**config.mk**
```make
export PLATFORM = sky130hd
export DESIGN_NAME = ram_access_arbiter
export DESIGN_NICKNAME = d
export VERILOG_FILES = /design/src/rtl/ram_arb_pkg.sv /design/src/rtl/ram_access_arbiter_rr_arbiter2.sv /design/src/rtl/ram_access_arbiter.sv
export SDC_FILE = /design/constraint.sdc
export NUM_CORES = 1
export LEC_CHECK = 0
export ABC_AREA = 1
export BUFFER_PORTS_ARGS = -buffer_cell sky130_fd_sc_hd__buf_2
export CORE_ASPECT_RATIO = 0.75
export CORE_MARGIN = 10
export CORE_UTILIZATION = 52
export CTS_CLUSTER_SIZE = 16
export DETAILED_ROUTE_END_ITERATION = 10
export GPL_TIMING_DRIVEN = 1
export PLACE_DENSITY = 0.93
export SETUP_SLACK_MARGIN = 0.5
export SLEW_MARGIN = 5
export SYNTH_ARGS = -nofsm -noshare
export SYNTH_HDL_FRONTEND = slang
export SYNTH_SLANG_ARGS = --single-unit
```
**constraint.sdc**
```tcl
create_clock -name clock -period 3.25 [get_ports clock]
set_input_delay 0.4875 -clock clock [delete_from_list [all_inputs] [get_ports clock]]
set_output_delay 0.4875 -clock clock [all_outputs]
set_load 0.01 [all_outputs]
```
**src/rtl/ram_arb_pkg.sv**
```systemverilog
// Shared constants for the two-port RAM access arbiter:
// FSM state encodings, requester ids and default widths.
package ram_arb_pkg;

    localparam int DEF_ADDR_W  = 4;
    localparam int DEF_DATA_W  = 8;
    localparam int DEF_TIMEOUT = 16;

    typedef logic [2:0] state_t;

    localparam state_t IDLE  = 3'd0;
    localparam state_t GRANT = 3'd1;
    localparam state_t WR    = 3'd2;
    localparam state_t RD    = 3'd3;
    localparam state_t DONE  = 3'd4;

    localparam logic PORT_A = 1'b0;
    localparam logic PORT_B = 1'b1;

endpackage

```
**src/rtl/ram_access_arbiter_rr_arbiter2.sv**
```systemverilog
// rr_arbiter2: two-way round-robin pick.
// Ports: req[1:0] in, ptr in (favoured port), gnt[1:0] out, nxt_ptr out.
module rr_arbiter2
    import ram_arb_pkg::*;
(
    input  logic [1:0] req,
    input  logic       ptr,
    output logic [1:0] gnt,
    output logic       nxt_ptr
);

    always_comb begin
        gnt     = 2'b00;
        nxt_ptr = ptr;
        if (req == 2'b11) begin
            gnt = (ptr == PORT_B) ? 2'b10 : 2'b01;
        end else begin
            gnt = req;
        end
        // After any grant the other port becomes favoured.
        if (|gnt) begin
            nxt_ptr = gnt[1] ? PORT_A : PORT_B;
        end
    end

endmodule

```
**src/rtl/ram_access_arbiter.sv**
```systemverilog
// ram_access_arbiter: shares one RAM between requesters A and B,
// round-robin, sequencing write/WriteReady and read/ReadReady.
// Ports: clock, reset (async active-low); ReqX/WeX/AddrX/WDataX in,
// DoneX/RDataX/ErrX out per port; write/read, WriteAddr/ReadAddr,
// WriteData out and ReadData/WriteReady/ReadReady in on the RAM side.
// Optional macro RAM_ARB_TIMEOUT_EN: abort after TIMEOUT cycles with Err.
module ram_access_arbiter
    import ram_arb_pkg::*;
#(
    parameter int ADDR_W  = DEF_ADDR_W,
    parameter int DATA_W  = DEF_DATA_W,
    parameter int TIMEOUT = DEF_TIMEOUT
) (
    input  logic              clock,
    input  logic              reset,
    input  logic              ReqA,
    input  logic              ReqB,
    input  logic              WeA,
    input  logic              WeB,
    input  logic [ADDR_W-1:0] AddrA,
    input  logic [ADDR_W-1:0] AddrB,
    input  logic [DATA_W-1:0] WDataA,
    input  logic [DATA_W-1:0] WDataB,
    output logic              DoneA,
    output logic              DoneB,
    output logic [DATA_W-1:0] RDataA,
    output logic [DATA_W-1:0] RDataB,
    output logic              ErrA,
    output logic              ErrB,
    output logic              write,
    output logic              read,
    output logic [ADDR_W-1:0] WriteAddr,
    output logic [ADDR_W-1:0] ReadAddr,
    output logic [DATA_W-1:0] WriteData,
    input  logic [DATA_W-1:0] ReadData,
    input  logic              WriteReady,
    input  logic              ReadReady
);

    state_t state_q, state_d;

    logic              win_q, win_d;
    logic              ptr_q, ptr_d;
    logic              we_q, we_d;
    logic [ADDR_W-1:0] addr_q, addr_d;
    logic [DATA_W-1:0] wdata_q, wdata_d;
    logic [DATA_W-1:0] rdata_a_q, rdata_a_d;
    logic [DATA_W-1:0] rdata_b_q, rdata_b_d;
    // A port whose Req was still high at its Done is ignored
    // until it has been seen low for a cycle.
    logic              blk_a_q, blk_a_d;
    logic              blk_b_q, blk_b_d;

    logic [1:0] req_eff;
    logic [1:0] gnt;
    logic       nxt_ptr;
    logic       tmo;
    logic       err_pulse;

    assign req_eff = {ReqB & ~blk_b_q, ReqA & ~blk_a_q};

    rr_arbiter2 u_rr (
        .req     (req_eff),
        .ptr     (ptr_q),
        .gnt     (gnt),
        .nxt_ptr (nxt_ptr)
    );

`ifdef RAM_ARB_TIMEOUT_EN
    localparam int CNT_W = $clog2(TIMEOUT + 1);

    logic [CNT_W-1:0] cnt_q, cnt_d;
    logic             err_q, err_d;
    logic             in_acc;
    logic             acc_rdy;

    assign in_acc  = (state_q == WR) || (state_q == RD);
    assign acc_rdy = (state_q == WR) ? WriteReady : ReadReady;
    assign tmo     = in_acc && (cnt_q == CNT_W'(TIMEOUT - 1));

    always_comb begin
        cnt_d = in_acc ? cnt_q + 1'b1 : '0;
        err_d = err_q;
        if (state_q == GRANT) begin
            err_d = 1'b0;
        end else if (tmo && !acc_rdy) begin
            err_d = 1'b1;
        end
    end

    always_ff @(posedge clock or negedge reset) begin
        if (!reset) begin
            cnt_q <= '0;
            err_q <= 1'b0;
        end else begin
            cnt_q <= cnt_d;
            err_q <= err_d;
        end
    end

    assign err_pulse = err_q;
`else
    logic unused_tmo;

    assign tmo        = 1'b0;
    assign err_pulse  = 1'b0;
    assign unused_tmo = (TIMEOUT == 0);
`endif

    // State register
    always_ff @(posedge clock or negedge reset) begin
        if (!reset) begin
            state_q <= IDLE;
        end else begin
            state_q <= state_d;
        end
    end

    // Next-state logic
    always_comb begin
        state_d = state_q;
        unique case (state_q)
            IDLE:    if (|req_eff) state_d = GRANT;
            GRANT:   state_d = we_q ? WR : RD;
            WR:      if (WriteReady || tmo) state_d = DONE;
            RD:      if (ReadReady || tmo) state_d = DONE;
            DONE:    state_d = IDLE;
            default: state_d = IDLE;
        endcase
    end

    // Output logic
    always_comb begin
        write     = 1'b0;
        read      = 1'b0;
        WriteAddr = '0;
        ReadAddr  = '0;
        WriteData = '0;
        DoneA     = 1'b0;
        DoneB     = 1'b0;
        unique case (state_q)
            GRANT: begin
                if (we_q) begin
                    WriteAddr = addr_q;
                    WriteData = wdata_q;
                end else begin
                    ReadAddr = addr_q;
                end
            end
            WR: begin
                write     = 1'b1;
                WriteAddr = addr_q;
                WriteData = wdata_q;
            end
            RD: begin
                read     = 1'b1;
                ReadAddr = addr_q;
            end
            DONE: begin
                DoneA = (win_q == PORT_A);
                DoneB = (win_q == PORT_B);
            end
            default: ;
        endcase
    end

    assign ErrA   = DoneA & err_pulse;
    assign ErrB   = DoneB & err_pulse;
    assign RDataA = rdata_a_q;
    assign RDataB = rdata_b_q;

    // Request latch, pointer, read data and hold-off flags
    always_comb begin
        win_d     = win_q;
        ptr_d     = ptr_q;
        we_d      = we_q;
        addr_d    = addr_q;
        wdata_d   = wdata_q;
        rdata_a_d = rdata_a_q;
        rdata_b_d = rdata_b_q;
        blk_a_d   = blk_a_q & ReqA;
        blk_b_d   = blk_b_q & ReqB;
        if (state_q == IDLE && |req_eff) begin
            win_d   = gnt[1];
            ptr_d   = nxt_ptr;
            we_d    = gnt[1] ? WeB : WeA;
            addr_d  = gnt[1] ? AddrB : AddrA;
            wdata_d = gnt[1] ? WDataB : WDataA;
        end
        if (state_q == RD && ReadReady) begin
            if (win_q == PORT_B) begin
                rdata_b_d = ReadData;
            end else begin
                rdata_a_d = ReadData;
            end
        end
        if (state_q == DONE) begin
            if (win_q == PORT_B) begin
                blk_b_d = ReqB;
            end else begin
                blk_a_d = ReqA;
            end
        end
    end

    always_ff @(posedge clock or negedge reset) begin
        if (!reset) begin
            win_q     <= PORT_A;
            ptr_q     <= PORT_A;
            we_q      <= 1'b0;
            addr_q    <= '0;
            wdata_q   <= '0;
            rdata_a_q <= '0;
            rdata_b_q <= '0;
            blk_a_q   <= 1'b0;
            blk_b_q   <= 1'b0;
        end else begin
            win_q     <= win_d;
            ptr_q     <= ptr_d;
            we_q      <= we_d;
            addr_q    <= addr_d;
            wdata_q   <= wdata_d;
            rdata_a_q <= rdata_a_d;
            rdata_b_q <= rdata_b_d;
            blk_a_q   <= blk_a_d;
            blk_b_q   <= blk_b_d;
        end
    end

endmodule

```
# Word level (Yosys, flattened, before mapping)
# Cells that the tools add are included.
# op_classes
bitwise_logic,7
mux,25
reduce_logical,9
n_eq_ne,8
# op_table
operator,count
$mux W8,2
$pmux W4 S2,2
$pmux W8 S2,1
$mux W4,3
$pmux W3 S4,1
$mux W1,11
$mux W3,3
$eq A3 B2 Y1 const B,2
$reduce_and A2 Y1,3
$and A1 B1 Y1,4
$mux W2,2
$ne A2 B2 Y1 const B,2
$reduce_or A2 Y1,2
$eq A3 B1 Y1 const B,1
$eq A3 B3 Y1 const B,1
$logic_not A3 Y1,1
$not A1 Y1,3
$reduce_and A3 Y1,1
$eq A2 B2 Y1 const B,1
$logic_and A1 B1 Y1,2
$ne A2 B1 Y1 const B,1
# word_totals
input_bits,40
word_cells,59
output_inout_bits,38
register_bits,36

# Logic depth before layout (Yosys ltp)
# logic_depth
word_depth,6
mapped_depth,8
mapped_depth_nobuf,7

# Modules after synthesis
# A second synthesis with hierarchy kept.
# unflattened
hier_cells,243
hier_area_um2,1905.6
# by_module_without_submodules
module,cells_per_inst,area_per_inst_um2,n_inst,seq_area_each_um2
ram_access_arbiter,233,1866.8,1,900.9
rr_arbiter2,10,38.8,1,0.0

# Worst setup path after synthesis
# OpenSTA, ideal clock, no wires.
# synth_timing
path_type,register -> output
startpoint,reg state_q[2]
endpoint,out WriteAddr[0]
arrival_time_ns,1.139
t_required_ns,2.762
stages_incl_launch_ff,7
setup_slack_ns,1.623
path_buffers,1
path_cell_list,dfrtp_1 inv_2 nand2_1 nor2_2 a31oi_2 buf_6 nor2_1
# synth_via
elab_chain_len,2
elab_cells_between_ends,3
classes_between,2 x eq/ne; 1 x mux
# synth_rtl
element,line_no,rtl
"start, declared",ram_access_arbiter.sv:40,"state_t state_q, state_d;"
"start signal, assigned",ram_access_arbiter.sv:115,state_q <= state_d;
$eq A3 B2 Y1 or $eq A3 B1 Y1 (tied branches),ram_access_arbiter.sv:141,unique case (state_q)
$pmux W4 S2 *,ram_access_arbiter.sv:141,
"end, declared",ram_access_arbiter.sv:32,"output logic [ADDR_W-1:0] WriteAddr,"
# Mark *: on every way between the ends. The rest lies on a longest branch, timed or not.

# Final worst setup path
# layout_timing
startpoint,reg state_q[2]
endpoint,out WriteData[6]
# layout_via
elab_chain_len,2
elab_cells_between_ends,3
classes_between,2 x eq/ne; 1 x mux
# layout_rtl
element,line_no,rtl
$eq A3 B2 Y1 or $eq A3 B1 Y1 (tied branches),ram_access_arbiter.sv:141,
$pmux W8 S2 *,ram_access_arbiter.sv:141,
"end, declared",ram_access_arbiter.sv:34,"output logic [DATA_W-1:0] WriteData,"
# Marked as above.

==> metrics <==
pin count of the biggest net entering global routing=37; clk_skew=approximately 0.0075 ns; final std cells w/o fill=around 370; pwr/cell area=between 900 and 1000 nW/um^2; r2r endpoint=win_q$_DFFE_PN0P_; cell count after placement=approximately 360; Clk Latency, worst-skew pair=~0.29 ns; die height=around 73 microns; Worst slew margin=47.6%; worst reg2reg setup slack=around 1.4 ns; most numerous cell in the Yosys netlist=nand2_1; Die W=between 90 and 100 microns; per-cell routed wire length=between 10 and 15 microns; sequential area share after synthesis=46.2%; FILL cells=approximately 300; fin nets=between 300 and 400; Slew Limit Fails=0; setup bufs post-CTS=0; CTS Buffer Depth=2; Setup TNS Final=0 ns; share of post-route cells with drive strength above 1=32.2%; launch point of the worst reg-to-reg path=blk_a_q$_DFF_PN0_; Reg2Reg Depth=5; Top Ports=78; post-route cell area=~2400 sq um; # setup viols final=0; final hold slack=approximately 0.28 ns; Mapped Cells=between 200 and 250; critical path class=flip-flop to primary output; Area growth syn-to-layout=23.7%; maximum net fanout on the critical path=12; CTS root buf=clkbuf_8; max incr delay on CP=slightly above 0.6 ns; Post-Syn Area=approximately 1900 sq um; top cells by count, synth=nand2_1, inv_1, dfrtp_1; placed cell areas=between 2000 and 2500 sq um; cts hold-fix bufs=0; Top FF cell, synth=dfrtp_1; outcome=finished clean; Hold Vio Cnt, Final=0; CP startpoint=state_q[2]$_DFFE_PN0P_; worst hold path class=input pin to async pin; full die area=around 6600 sq um; total grt overflow=0; CP max-delay cell=a31oi_2; RePlAce Congestion=roughly 0.79; RSZ-0062 raised after global routing=false; Worst Path Required=between 2 and 3 ns; asr flop ratio synth=100%; crit path cell chain=inv_2, nand2_1, nor2_2, a31oi_2, nor2_1, buf_2; Routed Antenna Nets=0; CTS tree=built; number of DRC markers in iteration 0=around 120; top cell type's share of synthesized area=a little under half; post-layout util=between 60% and 70%; synth unique cells=26; flops & latches, synth=36; DRT Pass-1 Iters=4; cells taking the most area after synthesis=dfrtp_1, nand2_1, inv_1; DRC Markers=0; first-pass GRT wire length=between 8 and 9 mm; Inserted Diodes=0; hpwl dp=3.94 mm; global-route usage over all layers=between 10% and 20%; total clock sinks=36; Routed WL=around 5.2 mm; CTS resizes=0; Port Buffer Count=75; Starting Density=a little over half; CTS buffer count=5; synth warn=0; Synth area leader=dfrtp_1; antenna violations before repair=0; max_cap viols=0; critical path launch point type=flip-flop; FMAX=roughly 0.42 GHz; leakage=between 1 and 1.5 nW; vias in the first global route=roughly 1,900; EDFF count, synth=0; total number of vias=between 1,500 and 2,000; Syn Area/Cell=between 7 and 8 sq um; H-tree Lvls=2; vias per cell=a little under 5; worst-margin pin slew=0.786 ns; crit path DAT=roughly 1.9 ns; Std-Cell Rows=19; CTS clk-pin slew, worst paths=around 0.08 ns; Final Cycle Share=approximately 73%; core footprint=about 3600 sq um; VDD IR max=502 uV; min Tclk post-route=between 2 and 2.5 ns; crit path capture type=primary output
-- report_power, final --
| group | switching, W | internal [W] | total, W |
|---|---|---|---|
| Combinational | 0.000651 | 0.000359 | 0.00101 |
| Sequential | 0.000124 | 0.000655 | 0.000779 |
| Clock | 0.000162 | 0.000228 | 0.000390 |
| Total | 0.000938 | 0.00124 | 0.00218 |
-- how the worst max path moves through the flow --
stage / end / slack, ns / depth (start not counted)
2_1_floorplan: WriteAddr[0] / 1.62 / 6
3_3_place_gp: win_q$_DFFE_PN0P_ / 1.31 / 5
3_5_place_dp: WriteData[6] / 1.21 / 6
4_1_cts: WriteData[6] / 0.90 / 6
5_1_grt: WriteAddr[3] / 0.79 / 6
6_report: WriteData[6] / 0.89 / 6
-- area by class of cell --
class / count / area, sq um / area share (%)
timing repair buffer: 75 / 375 / 15.6
sequential: 36 / 901 / 37.3
inverter: 50 / 193 / 7.99
tap: 52 / 65.1 / 2.70
clock inverter: 2 / 35.0 / 1.45
clock buffer: 6 / 72.6 / 3.01
multi-input combinational: 151 / 771 / 32.0
-- worst max-delay path: cells and delay by family, from the launching register on --
family                 cells  cell delay, ns
AND/OR/NAND/NOR            3            0.27
buffers and inverters      2            0.26
flip-flops                 1            0.43
AO/OA/AOI/OAI              1            0.61
-- state kept, by name, indices dropped and copies added (netlist names), 3 cells and up --
register,flops
addr_q,4
wdata_q,8
RDataB,8
state_q,3
RDataA,8
-- layer usage --
| layer | GRT usage [%] | part of all wire, % | vias to the layer above |
|---|---|---|---|
| met1 | 18.6 | 39 | 848 |
| met2 | 27.9 | 54 | 51 |
| met4 | 4.40 | 1.3 | 0 |
| met3 | 3.49 | 5.4 | 6 |
| met5 | 0 | 0 | - |
| li1 | - | - | 886 |
-- per-stage QoR --
step                total power, W  setup WS, ns
floorplan                  0.00148          1.62
global placement           0.00174          1.31
detailed placement         0.00180          1.21
CTS                        0.00219         0.903
global route               0.00235         0.788
finish                     0.00218         0.891
-- cells in the final DEF (no fill, tap or decap) --
master	n
a21boi_0	1
a21oi_1	3
a31oi_1	1
a31oi_2	1
buf_2	75
bufinv_16	1
clkbuf_1	1
clkbuf_8	5
clkinv_2	1
clkinv_4	1
conb_1	2
dfrtp_1	36
inv_1	47
inv_2	2
nand2_1	69
nand2_4	1
nand3_1	15
nand3_2	1
nand3_4	2
nand3b_1	13
nor2_1	18
nor2_2	4
nor2_4	1
o211ai_1	1
o21ai_0	1
o21ai_1	8
o21ai_2	8
o21bai_1	1
-- logic make-up (layout without fill, tap and decap cells) --
kind of cell | Yosys count | count (layout) | share of synthesized area [%]
and+or+nand+nor | 124 | 124 | 30.4
buffers and inverters | 60 | 133 | 14.4
DFF | 36 | 36 | 46.2
AOI/OAI and AO/OA | 25 | 25 | 8.79
other | 1 | 2 | 0.192
(Power assumes the default switching activity.)
